[config.mk]
export PLATFORM = sky130hd
export DESIGN_NAME = gpr_file_sb
export DESIGN_NICKNAME = d
export VERILOG_FILES = /design/src/rtl/gpr_pkg.sv /design/src/rtl/gpr_scoreboard.sv /design/src/rtl/gpr_file_sb.sv
export SDC_FILE = /design/constraint.sdc
export NUM_CORES = 1
export LEC_CHECK = 0
export CORE_UTILIZATION = 45
export CTS_CLUSTER_DIAMETER = 150
export DETAILED_ROUTE_END_ITERATION = 16
export GPL_TIMING_DRIVEN = 0
export HOLD_SLACK_MARGIN = 0.08
export MAX_ROUTING_LAYER = met4
export PLACE_DENSITY = 0.69
export SYNTH_ARGS = -nofsm -noshare
export SYNTH_HDL_FRONTEND = slang
export SYNTH_SLANG_ARGS = --single-unit
[constraint.sdc]
create_clock -name clk -period 8.3 [get_ports clk]
set_input_delay 1.245 -clock clk [delete_from_list [all_inputs] [get_ports clk]]
set_output_delay 1.245 -clock clk [all_outputs]
set_load 0.01 [all_outputs]
[src/rtl/gpr_pkg.sv]
// Shared types and defaults for the general-purpose register file.
// Widths here are the defaults; instances may override them.
package gpr_pkg;

  localparam int GPR_DATA_W   = 8;
  localparam int GPR_NUM_REGS = 8;
  localparam int GPR_ADDR_W   = $clog2(GPR_NUM_REGS);

  typedef logic [GPR_ADDR_W-1:0] gpr_addr_t;
  typedef logic [GPR_DATA_W-1:0] gpr_data_t;

endpackage

[src/rtl/gpr_scoreboard.sv]
// Pending bits for the register file: claim/clear, busy lookup,
// unclaimed-write diagnostic and registered pending count.
module gpr_scoreboard
  import gpr_pkg::*;
#(
  parameter int NUM_REGS = GPR_NUM_REGS,
  parameter int ADDR_W   = $clog2(NUM_REGS),
  parameter bit ZERO_REG = 1'b0
) (
  input  logic              clk,
  input  logic              rst_n,
  input  logic              wr_en,
  input  logic [ADDR_W-1:0] wr_addr,
  input  logic              claim_en,
  input  logic [ADDR_W-1:0] claim_addr,
  input  logic [ADDR_W-1:0] rd_addr_a,
  input  logic [ADDR_W-1:0] rd_addr_b,
  output logic              busy_a,
  output logic              busy_b,
  output logic              wr_unclaimed,
  output logic [ADDR_W:0]   pending_cnt
);

  logic [NUM_REGS-1:0] pend;
  logic [NUM_REGS-1:0] pend_nxt;
  logic                wr_ok;
  logic                cl_ok;

  function automatic logic [ADDR_W:0] popcnt(
    input logic [NUM_REGS-1:0] v
  );
    logic [ADDR_W:0] c;
    c = '0;
    for (int i = 0; i < NUM_REGS; i++)
      c = c + (ADDR_W+1)'(v[i]);
    return c;
  endfunction

  assign wr_ok = wr_en &&
                 !(ZERO_REG && wr_addr == '0);
  assign cl_ok = claim_en &&
                 !(ZERO_REG && claim_addr == '0);

  // Claim applied after clear: a same-cycle claim wins.
  always_comb begin
    pend_nxt = pend;
    if (wr_ok)
      pend_nxt[wr_addr] = 1'b0;
    if (cl_ok)
      pend_nxt[claim_addr] = 1'b1;
  end

  always_ff @(posedge clk or negedge rst_n) begin
    if (!rst_n) begin
      pend         <= '0;
      wr_unclaimed <= 1'b0;
      pending_cnt  <= '0;
    end else begin
      pend         <= pend_nxt;
      wr_unclaimed <= wr_ok && !pend[wr_addr];
      pending_cnt  <= popcnt(pend_nxt);
    end
  end

  assign busy_a = pend[rd_addr_a] &&
                  !(wr_ok && wr_addr == rd_addr_a);
  assign busy_b = pend[rd_addr_b] &&
                  !(wr_ok && wr_addr == rd_addr_b);

endmodule

[src/rtl/gpr_file_sb.sv]
// Register file with two bypassed read ports, one write port
// and a per-register pending scoreboard.
module gpr_file_sb
  import gpr_pkg::*;
#(
  parameter int DATA_W   = GPR_DATA_W,
  parameter int NUM_REGS = GPR_NUM_REGS,
  parameter int ADDR_W   = $clog2(NUM_REGS),
  parameter bit ZERO_REG = 1'b0
) (
  input  logic              clk,
  input  logic              rst_n,
  input  logic              wr_en,
  input  logic [ADDR_W-1:0] wr_addr,
  input  logic [DATA_W-1:0] wr_data,
  input  logic              claim_en,
  input  logic [ADDR_W-1:0] claim_addr,
  input  logic [ADDR_W-1:0] rd_addr_a,
  output logic [DATA_W-1:0] rd_data_a,
  output logic              busy_a,
  input  logic [ADDR_W-1:0] rd_addr_b,
  output logic [DATA_W-1:0] rd_data_b,
  output logic              busy_b,
  output logic              wr_unclaimed,
  output logic [ADDR_W:0]   pending_cnt
);

  logic [DATA_W-1:0] regs [NUM_REGS];
  logic              wr_ok;

  assign wr_ok = wr_en &&
                 !(ZERO_REG && wr_addr == '0);

  always_ff @(posedge clk or negedge rst_n) begin
    if (!rst_n) begin
      for (int i = 0; i < NUM_REGS; i++)
        regs[i] <= '0;
    end else if (wr_ok) begin
      regs[wr_addr] <= wr_data;
    end
  end

  always_comb begin
    rd_data_a = regs[rd_addr_a];
    if (wr_ok && wr_addr == rd_addr_a)
      rd_data_a = wr_data;
    else if (ZERO_REG && rd_addr_a == '0)
      rd_data_a = '0;
  end

  always_comb begin
    rd_data_b = regs[rd_addr_b];
    if (wr_ok && wr_addr == rd_addr_b)
      rd_data_b = wr_data;
    else if (ZERO_REG && rd_addr_b == '0)
      rd_data_b = '0;
  end

  gpr_scoreboard #(
    .NUM_REGS (NUM_REGS),
    .ADDR_W   (ADDR_W),
    .ZERO_REG (ZERO_REG)
  ) u_sb (
    .clk          (clk),
    .rst_n        (rst_n),
    .wr_en        (wr_en),
    .wr_addr      (wr_addr),
    .claim_en     (claim_en),
    .claim_addr   (claim_addr),
    .rd_addr_a    (rd_addr_a),
    .rd_addr_b    (rd_addr_b),
    .busy_a       (busy_a),
    .busy_b       (busy_b),
    .wr_unclaimed (wr_unclaimed),
    .pending_cnt  (pending_cnt)
  );

endmodule

==> flow_summary.json <==
{
  "status": "finished clean",
  "skew_ns": 0.00480,
  "gp_congestion": 0.812,
  "cts.sinks": 77,
  "setup_tns_ns": 0,
  "post-route-drc-count": 0,
  "post_cts_buffers": 0,
  "start_util": 0.469,
  "fin_crit_sh": 0.632,
  "dp_hpwl_um": 6610,
  "syn_nets": 327,
  "syn_area_per_cell_um2": 15.7,
  "cts.clk_slew.worst_paths_ns": 0.08,
  "n_antenna_cell": 0,
  "holdBufCountCts": 0,
  "yosysWarningCount": 0,
  "die_x_um": 104,
  "max_slew_margin": 0.322,
  "cts_tree": "built",
  "setup_viol": 0,
  "grt_start_max_net_pins": 56,
  "row_count": 36,
  "io_pins": 47,
  "ys_seq_area_frac": 0.414,
  "p_leak_nw": 2.25,
  "hold_slack_ns": 0.520,
  "grt_pass1_wl_um": 16500,
  "grt_pass1_vias": 2835,
  "overflow": 0,
  "pwr_density_cell_nw_per_um2": 232,
  "maxCapViolations": 0,
  "worst-setup-path-type": "in -> reg",
  "wl_per_cell_um": 21.6,
  "routed-via-count": 2741,
  "ctsResizeCount": 0,
  "grtUsageTotal": 0.211,
  "antenna_found_initial": 0,
  "clock.fmax_mhz": 191,
  "worstMarginPinSlew_ns": 1.01,
  "core_area_um2": 9910,
  "drive_above_1_share": 0.434,
  "syn_inst": 296,
  "synth_cell_types": 29,
  "cts_root_buf": "clkbuf_8",
  "finalHoldViolations": 0,
  "htree_levels": 3,
  "cp.required_ns": 8.59,
  "detail-route-antenna-nets": 0,
  "syn_to_final_growth_pct": 14.7,
  "viasPerCell": 5.76,
  "yosys_register_bits": 77,
  "crit_arrival_ns": 5.54,
  "cp-end-kind": "register",
  "insertion_delay_ns": 0.35,
  "min_path_type": "reg -> reg",
  "finalPower_mw": 1.24,
  "die_y_um": 104,
  "rsz0062_at_grt": "false",
  "drt_first_pass_iters": 4,
  "cts_buffer_depth": 2,
  "slew_violations": 0,
  "dieArea_um2": 10700,
  "netlist_area_um2": 4650,
  "cts-buffers-inserted": 9,
  "start_kind": "input pin",
  "pre_cts_ws_ns": 2.66,
  "routed_wl_um": 10300,
  "layout_setup_ws_ns": 3.05,
  "peakVddDrop_mv": 0.110,
  "portBuffers": 30,
  "period_needed_ns": 5.25,
  "final_nets": 369,
  "cp_max_fo": 10,
  "drt-initial-drc-count": 113
}
-- critical path, stage by stage --
cell             delay [ns]
clkdlybuf4s50_1        0.49
buf_2                  0.23
nor3_2                 0.84
o22ai_1                0.26
ha_1                   0.36
fa_1                   0.51
inv_1                  0.05
fa_1                   0.50
inv_1                  0.05
fa_1                   0.45
inv_1                  0.09
fa_1                   0.40
inv_1                  0.06
-- report_power, final --
part           switching (mW)  internal [mW]  leakage [nW]  total [mW]
Combinational           0.161          0.279          1.24       0.440
Clock                   0.141          0.138        0.0923       0.280
Sequential             0.0548          0.463         0.922       0.518
-- cells by family after synthesis --
group | share of synthesized area
simple gates | 0.0385
flops | 0.414
xor+xnor | 0.0132
fa+ha+maj | 0.0253
mux | 0.453
compound gates | 0.0151
buf+inv | 0.0409
-- final timing paths --
check	startpoint	to	slack, ns	cells after the start
min	regs[50]	regs[50]	0.52	1
min reg2reg	regs[50]	regs[50]	0.52	1
max in group asynchronous	rst_n	u_sb.wr_unclaimed	6.94	2
max reg2reg	u_sb.pend[0]	u_sb.pending_cnt[1]	5.22	11
max	wr_addr[2]	u_sb.pending_cnt[1]	3.05	13
min in group asynchronous	rst_n	regs[38]	0.78	1
-- per-layer routing --
metal / part of all wire / vias up / wire (um) / global-route usage
met4: 0.011 / 0 / 115 / 0.0559
met3: 0.033 / 11 / 337 / 0.0258
li1: - / 1235 / - / -
met5: 0 / - / 0 / -
met2: 0.50 / 55 / 5100 / 0.346
met1: 0.46 / 1440 / 4740 / 0.281
-- state kept, by name, indices dropped and copies added (netlist names) --
signal,count
u_sb.pend,8
u_sb.wr_unclaimed,1
u_sb.pending_cnt,4
regs,64
-- per-stage QoR --
step / cells / area, um2 / utilization
6_report: 476 / 5330 / 0.538
5_1_grt: 476 / 5330 / 0.538
4_1_cts: 476 / 5330 / 0.538
3_5_place_dp: 460 / 5140 / 0.519
3_3_place_gp: 459 / 5120 / 0.516
2_1_floorplan: 296 / 4650 / -
-- cell usage after synthesis --
library cell	number	share of area
inv_1	10	0.0081
nor3b_2	2	0.0054
xnor2_1	7	0.013
nand4_1	1	0.0013
and2_1	3	0.0040
buf_6	4	0.0097
nand4_2	2	0.0054
clkbuf_1	2	0.0016
o21ai_0	4	0.0043
nor3_2	2	0.0043
fa_1	4	0.017
nor2b_1	1	0.0013
mux2_2	84	0.20
o32ai_1	2	0.0038
a21oi_1	1	0.0011
ha_1	3	0.0081
dfrtp_1	77	0.41
buf_2	6	0.0065
o22ai_1	2	0.0027
buf_1	8	0.0065
mux2_4	14	0.045
nand2_1	7	0.0057
mux4_1	22	0.12
nand2b_1	4	0.0054
nand4b_1	3	0.0057
buf_12	2	0.0086
o21a_1	2	0.0032
mux2i_1	1	0.0022
mux4_2	16	0.078
-- layout by cell type, fill, tap and decap left out, types with 4 or more instances in the layout --
cell type | Yosys | layout
buf_6 | 4 | 4
clkdlybuf4s50_1 | 0 | 29
buf_1 | 8 | 8
inv_1 | 10 | 10
nand2_1 | 7 | 7
dfrtp_1 | 77 | 77
mux4_1 | 22 | 22
xnor2_1 | 7 | 7
o21ai_0 | 4 | 4
fa_1 | 4 | 4
clkbuf_8 | 0 | 9
mux4_2 | 16 | 16
buf_2 | 6 | 6
mux2_4 | 14 | 14
nand2b_1 | 4 | 4
mux2_2 | 84 | 84
-- final cells by class --
| type | instances | area, um2 |
|---|---|---|
| Clock inverter | 6 | 63.8 |
| Buffer | 22 | 153 |
| Multi-Input combinational cell | 187 | 2530 |
| Inverter | 10 | 37.5 |
| Tap cell | 133 | 166 |
| Fill cell | 861 | 4580 |
| Timing Repair Buffer | 31 | 325 |
| Sequential cell | 77 | 1930 |
| Clock buffer | 10 | 128 |
No activity file was read; power rests on OpenSTA's default activity.
